==> src/rtl/serial_fa_sequencer_if.sv <==
// Requester-side bundle for serial_fa_sequencer.
//   start/a/b/cin : request and operands, driven by the requester (master)
//   busy/done     : status, driven by the sequencer (slave)
//   sum/cout      : registered result, driven by the sequencer (slave)
interface serial_fa_sequencer_if #(
  parameter int WIDTH = 8
);
  logic             start;
  logic [WIDTH-1:0] a;
  logic [WIDTH-1:0] b;
  logic             cin;
  logic             busy;
  logic             done;
  logic [WIDTH-1:0] sum;
  logic             cout;

  modport master (
    output start, a, b, cin,
    input  busy, done, sum, cout
  );

  modport slave (
    input  start, a, b, cin,
    output busy, done, sum, cout
  );
endinterface

==> src/rtl/serial_fa_sequencer.sv <==
// serial_fa_sequencer: adds two WIDTH-bit operands LSB first by
// time-multiplexing one external combinational full-adder cell.
//   CK, RST : clock (rising edge), synchronous active-high reset
//   req     : requester bundle (start/a/b/cin in, busy/done/sum/cout out)
//   fa_a/fa_b/fa_c : current operand bits and carry to the cell
//   fa_s/fa_co     : sum and carry back from the cell
// {cout,sum} = a + b + cin, valid from the done pulse until the next
// accepted start. busy lasts WIDTH cycles; done is a one-cycle pulse.
module serial_fa_sequencer #(
  parameter int WIDTH = 8
) (
  input  logic                  CK,
  input  logic                  RST,
  serial_fa_sequencer_if.slave  req,
  output logic                  fa_a,
  output logic                  fa_b,
  output logic                  fa_c,
  input  logic                  fa_s,
  input  logic                  fa_co
);

  localparam int CW = $clog2(WIDTH + 1);
  localparam logic [CW-1:0] LAST = CW'(WIDTH - 1);

  typedef enum logic [1:0] {IDLE, RUN, DONE} state_t;

  state_t           state, state_nxt;
  logic [WIDTH-1:0] areg, breg, sreg, sreg_shift;
  logic             carry, coreg;
  logic [CW-1:0]    cnt;
  logic             load, last_bit;
  logic             busy_o, done_o;

  // start is only honoured outside RUN
  assign load     = ((state == IDLE) || (state == DONE)) && req.start;
  assign last_bit = (state == RUN) && (cnt == LAST);

  // State register
  always_ff @(posedge CK) begin
    if (RST) state <= IDLE;
    else     state <= state_nxt;
  end

  // Next-state logic
  always_comb begin
    state_nxt = state;
    unique case (state)
      IDLE:    if (req.start) state_nxt = RUN;
      RUN:     if (cnt == LAST) state_nxt = DONE;
      DONE:    state_nxt = req.start ? RUN : IDLE;
      default: state_nxt = IDLE;
    endcase
  end

  // Output logic: cell inputs are held at zero outside RUN
  always_comb begin
    busy_o = (state == RUN);
    done_o = (state == DONE);
    fa_a   = busy_o ? areg[0] : 1'b0;
    fa_b   = busy_o ? breg[0] : 1'b0;
    fa_c   = busy_o ? carry   : 1'b0;
  end

  // Result fills from the MSB end; written as shift-then-insert so it also
  // elaborates for WIDTH=1 where sreg[WIDTH-1:1] would be an empty range.
  always_comb begin
    sreg_shift            = sreg >> 1;
    sreg_shift[WIDTH-1]   = fa_s;
  end

  // Datapath registers
  always_ff @(posedge CK) begin
    if (RST) begin
      areg  <= '0;
      breg  <= '0;
      carry <= 1'b0;
      sreg  <= '0;
      coreg <= 1'b0;
      cnt   <= '0;
    end else if (load) begin
      areg  <= req.a;
      breg  <= req.b;
      carry <= req.cin;
      sreg  <= '0;
      coreg <= 1'b0;
      cnt   <= '0;
    end else if (state == RUN) begin
      areg  <= areg >> 1;
      breg  <= breg >> 1;
      carry <= fa_co;
      sreg  <= sreg_shift;
      cnt   <= cnt + CW'(1);
      if (last_bit) coreg <= fa_co;
    end
  end

  assign req.busy = busy_o;
  assign req.done = done_o;
  assign req.sum  = sreg;
  assign req.cout = coreg;

endmodule

==> src/flat_wrapper.sv <==
// flat-port wrapper written by rule: the top's interface ports become plain ports
module serial_fa_sequencer_flat 
#(
  parameter int WIDTH = 8
)
  (CK, RST, fa_a, fa_b, fa_c, fa_s, fa_co, req_start, req_a, req_b, req_cin, req_busy, req_done, req_sum, req_cout);
  serial_fa_sequencer_if #(.WIDTH(WIDTH)) req_i ();
  input  logic CK;
  input  logic RST;
  output logic fa_a;
  output logic fa_b;
  output logic fa_c;
  input  logic fa_s;
  input  logic fa_co;
  input wire logic [$bits(req_i.start)-1:0] req_start;
  input wire logic [$bits(req_i.a)-1:0] req_a;
  input wire logic [$bits(req_i.b)-1:0] req_b;
  input wire logic [$bits(req_i.cin)-1:0] req_cin;
  output wire logic [$bits(req_i.busy)-1:0] req_busy;
  output wire logic [$bits(req_i.done)-1:0] req_done;
  output wire logic [$bits(req_i.sum)-1:0] req_sum;
  output wire logic [$bits(req_i.cout)-1:0] req_cout;
  assign req_i.start = req_start;
  assign req_i.a = req_a;
  assign req_i.b = req_b;
  assign req_i.cin = req_cin;
  assign req_busy = req_i.busy;
  assign req_done = req_i.done;
  assign req_sum = req_i.sum;
  assign req_cout = req_i.cout;
  serial_fa_sequencer #(.WIDTH(WIDTH)) u_core (.CK(CK), .RST(RST), .req(req_i), .fa_a(fa_a), .fa_b(fa_b), .fa_c(fa_c), .fa_s(fa_s), .fa_co(fa_co));
endmodule
==> config.mk <==
export PLATFORM = sky130hd
export DESIGN_NAME = serial_fa_sequencer_flat
export DESIGN_NICKNAME = d
export VERILOG_FILES = /design/src/rtl/serial_fa_sequencer_if.sv /design/src/rtl/serial_fa_sequencer.sv /design/src/flat_wrapper.sv
export SDC_FILE = /design/constraint.sdc
export NUM_CORES = 1
export LEC_CHECK = 0
export ABC_AREA = 0
export BUFFER_PORTS_ARGS = -buffer_cell sky130_fd_sc_hd__buf_2
export CORE_MARGIN = 4
export CORE_UTILIZATION = 50
export DETAILED_ROUTE_END_ITERATION = 12
export HOLD_SLACK_MARGIN = 0.12
export MAX_ROUTING_LAYER = met4
export PLACE_DENSITY_LB_ADDON = 0.25
export SYNTH_ARGS = -nofsm -noshare
export SYNTH_HDL_FRONTEND = slang
export SYNTH_SLANG_ARGS = --single-unit
==> constraint.sdc <==
create_clock -name CK -period 1.1 [get_ports CK]
set_input_delay 0.22 -clock CK [delete_from_list [all_inputs] [get_ports CK]]
set_output_delay 0.22 -clock CK [all_outputs]
set_load 0.01 [all_outputs]
Word-level counts from Yosys, hierarchy flattened
Cells that the tools add are included.
{"block": "op_classes", "n_addsub": 1, "n_eq_ne": 5, "mux": 13, "reduce_logical": 8}
{"operator": "8-bit 2-to-1 mux", "n": 4}
{"operator": "1-bit 2-to-1 mux", "n": 6}
{"operator": "2-bit one-hot mux with 3 select lines", "n": 1}
{"operator": "4-bit by 1-bit adder with 4-bit output, second input constant", "n": 1}
{"operator": "4-bit by 3-bit equality test with 1-bit output, second input constant", "n": 1}
{"operator": "2-bit 2-to-1 mux", "n": 2}
{"operator": "2-bit AND reduction", "n": 2}
{"operator": "2-bit by 1-bit equality test with 1-bit output, second input constant", "n": 1}
{"operator": "2-bit equality test, second input constant", "n": 1}
{"operator": "1-bit logical AND", "n": 2}
{"operator": "2-bit zero test", "n": 1}
{"operator": "2-bit by 1-bit inequality test with 1-bit output, second input constant", "n": 1}
{"operator": "2-bit inequality test, second input constant", "n": 1}
{"operator": "2-bit nonzero test", "n": 1}
{"operator": "2-bit OR reduction", "n": 1}
{"operator": "1-bit logical OR", "n": 1}
{"block": "word_totals", "reg_bits": 32, "input_bits": 22, "out_inout_bits": 14, "elab_cells": 34}

Longest topological paths before layout
{"block": "logic_depth", "ltp_word": 4, "depth_mapped": 5, "mapped_depth_nobuf": 4}

Least setup slack after synthesis
OpenSTA, ideal clock, no wires.
{"block": "synth_timing", "kind": "register to output", "startpoint": "register u_core.state[1]", "endpoint": "output fa_a", "arrival_time_ns": 0.910, "required_ns": 0.880, "path_slack_ns": -0.030, "stages_incl_launch_ff": 5, "path_buffers": 1, "cell_sequence": "dfxtp_1 > nand2b_1 > inv_2 > buf_2 > and2_1"}
{"block": "synth_between", "elab_chain_len": 2}
{"element": "from (decl)", "line": "serial_fa_sequencer.sv:27", "source": "state_t state, state_nxt;"}
{"element": "from (signal assigned)", "line": "serial_fa_sequencer.sv:41", "source": "else state <= state_nxt;"}
{"element": "2-bit by 1-bit equality test with 1-bit output", "line": "serial_fa_sequencer.sv:57", "source": "busy_o = (state == RUN);"}
{"element": "named net req_busy", "line": "flat_wrapper.sv:19", "source": "output wire logic [$bits(req_i.busy)-1:0] req_busy;"}
{"element": "1-bit 2-to-1 mux", "line": "serial_fa_sequencer.sv:59", "source": "fa_a = busy_o ? areg[0] : 1'b0;"}
{"element": "to (decl)", "line": "flat_wrapper.sv:10", "source": "output logic fa_a;"}
The timed path passes the listed nets, and every way through them passes these cells.

Worst setup path after layout
{"block": "layout_timing", "startpoint": "register u_core.state[1]", "endpoint": "output fa_c"}
{"block": "layout_between", "elab_chain_len": 2}
{"element": "2-bit by 1-bit equality test with 1-bit output", "line": "serial_fa_sequencer.sv:57"}
{"element": "1-bit 2-to-1 mux", "line": "serial_fa_sequencer.sv:61", "source": "fa_c = busy_o ? carry : 1'b0;"}
{"element": "to (decl)", "line": "flat_wrapper.sv:12", "source": "output logic fa_c;"}
Every way passes these cells.

==> results.toml <==
[synth]
async_flop_share_pct = 0
synth_edf_count = 0
synthDistinctLibCells = 27
syn_inst = 151
yosysTopAreaCellShare_pct = 50.0
synth_area_sq_um = 1280
synth_top_cell_by_area = "dfxtp_1"
ys_ff_latch = 32
ys_seq_area_share_pct = 50.0
synth_ff_type = "dfxtp_1"
yosys_warnings = 0
netlist_top_cells_area = "dfxtp_1 (50%), nor3_1 (9.4%), nand2_1 (7.0%)"
synthTopCellsByCount = "dfxtp_1 (32), nand2_1 (24), nor3_1 (24)"
avgSynthCellArea_sq_um = 8.49
syn-num-nets = 174
synthMostInstantiatedCell = "dfxtp_1"

[cells_and_area]
nets = 235
final_core_util_pct = 91.8
regArea_sq_um = 653
syn_to_final_growth_pct = 75.8
fill_cells = 93
multiInputGateArea_sq_um = 901
num_antenna_cells = 0
drive_gt1_share_pct = 65.7

[clock_tree]
cts_buffer_depth = 2
clk_latency_ns = 0.34
clock-root-buffer = "clkbuf_4"
cts.sinks = 32
clkSlewWorstSetupHoldPaths_ns = 0.10
cts-buffers-inserted = 5
htree_num_levels = 2
cts_tree = "done"

[timing]
slew_violations = 0
period_needed_ns = 1.39
finalHoldViolations = 0
min_period_over_period_pct = 127
max_freq_mhz = 719
fin_skew_ns = 0.00639
worst_pin_slew_ns = 0.318
fin_ws_ns = -0.292
max_slew_margin_pct = 78.7
setup-violations-final = 35
rsz0062_at_grt = "yes"

[global_route]
grtUsageMet2_pct = 40.5
antenna_found_initial = 0
grt_use_met3_pct = 5.48
busiest_layer = "met2"
grt_max_degree = 18
overflow = 0
grt_pass1_wl_um = 5770
track_usage_pct = 22.7
grt_pass1_vias = 1346
grtUsageMet1_pct = 23.2

[pwr]
max-vdd-ir-drop_v = 0.00120
p_leak_uw = 0.000897
pwr-share-clk_pct = 26.0
pwr-share-comb_pct = 27.0
p_switching_uw = 829
seqPwrFrac_pct = 47.0
total_power_uw = 2770
p_per_area_nw_per_um2 = 1230
switching_share_pct = 30.0
p_int_uw = 1940

[critical_path]
worstPathArrival_ns = 1.17
cp_max_fo = 5
required_ns = 0.88
crit_path_max_incr_delay_ns = 0.35
start_kind = "register"
end_kind = "primary output"
crit_chain = "nand2b_4 -> inv_6 -> and2_4 -> buf_6"
crit_type = "reg2out"
cp_slowest_cell = "dfxtp_2"

[detailed_routing]
drt_iter0_markers = 101
drtPass1Iterations = 5
drc_errors = 0
antenna_left = 0
vias_per_cell = 6.05
routed_wl_um = 5120
wire_per_inst_um = 21.0
vias = 1470

[run_status]
outcome = "finished with violations"
violations = "setup timing"

[die]
die_w_um = 58.6
die_area_sq_um = 3440
num_rows = 18
core_area_sq_um = 2450
start_util_pct = 52.2
boundaryPins = 36
die_h_um = 58.6

[place]
dp_hpwl_um = 2130
gp_congestion = 0.744
portBuffers = 35

[job]
cap_violations = 0

[worst_hold_path]
min_path_type = "in2reg"
[critical path, delay by kind of cell (launching register included)]
| family | cells | cell delay (ns) |
|---|---|---|
| DFF | 1 | 0.35 |
| and+or+nand+nor | 2 | 0.30 |
| buffers and inverters | 2 | 0.17 |
[logic make-up after synthesis]
family	share of synthesized area, %
buffers and inverters	7.22
AND/OR/NAND/NOR	24.3
AO/OA/AOI/OAI	15.4
flip-flops	50.0
multiplexers	0.781
XOR/XNOR	1.37
adder cells (fa/ha/maj)	0.975
[cells in the final DEF, fill, tap and decap left out, types with 6 or more instances in the layout]
cell	n
buf_6	11
a21oi_1	7
buf_4	14
nand2_1	18
nor3_1	6
dfxtp_2	7
nor3_2	16
o22ai_2	7
nand2_2	6
buf_2	31
a21oi_2	7
dfxtp_1	24
[metrics by stage]
step / setup TNS [ns] / hold slack (ns) / cells / setup slack (ns) / cell area (sq um)
after floorplan: 0 / 0.355 / 151 / 0.0163 / 1280
after global placement: -0.261 / 0.443 / 218 / -0.0319 / 1560
after global routing: -7.41 / 0.133 / 243 / -0.322 / 2250
final: -6.23 / 0.141 / 243 / -0.292 / 2250
after CTS: -2.02 / 0.121 / 234 / -0.247 / 1880
after detailed placement: -0.792 / 0.454 / 218 / -0.0693 / 1560
[final timing paths]
check / start / endpoint / slack [ns] / cells after the start
max: u_core.state[1] / fa_c / -0.29 / 4
min: req_b[7] / u_core.breg[7] / 0.14 / 3
max reg2reg: u_core.state[1] / u_core.cnt[3] / -0.27 / 5
min reg2reg: u_core.req.sum[7] / u_core.req.sum[7] / 0.47 / 2
[timing repair]
action | CTS | global route
endpoints found under the setup margin | 23 | 39
setup buffers | 5 | 9
hold endpoints to repair | 1 | 0
hold buffers | 1 | 0
gates cloned | 2 | 1
resized for setup | 44 | 65
pin swaps | 20 | 15
[routing by layer]
layer,up-vias,wire length (um)
met5,-,0
met4,0,146
met3,16,272
met2,72,2790
met1,729,1900
li1,653,-
[power groups by stage]
stage	clock network (uW)	logic [uW]	registers (uW)
global route	767	788	1300
global placement	0	366	1280
floorplan	0	241	1280
finish	719	747	1300
detailed placement	0	375	1290
CTS	704	516	1270
[flip-flops by register name, indices dropped and copies added, names as in the netlist]
signal and cells:
u_core.areg 8, u_core.req.cout 1, u_core.state 2, u_core.req.sum 8, u_core.cnt 4, u_core.carry 1
u_core.breg 8
[area by class of cell]
class / instances / area share (%)
Multi-Input combinational cell: 104 / 40.0
Sequential cell: 32 / 29.0
Clock buffer: 8 / 2.61
Tap cell: 30 / 1.66
Timing Repair Buffer: 67 / 26.2
Inverter: 2 / 0.555
Power figures use the tool's default switching activity.
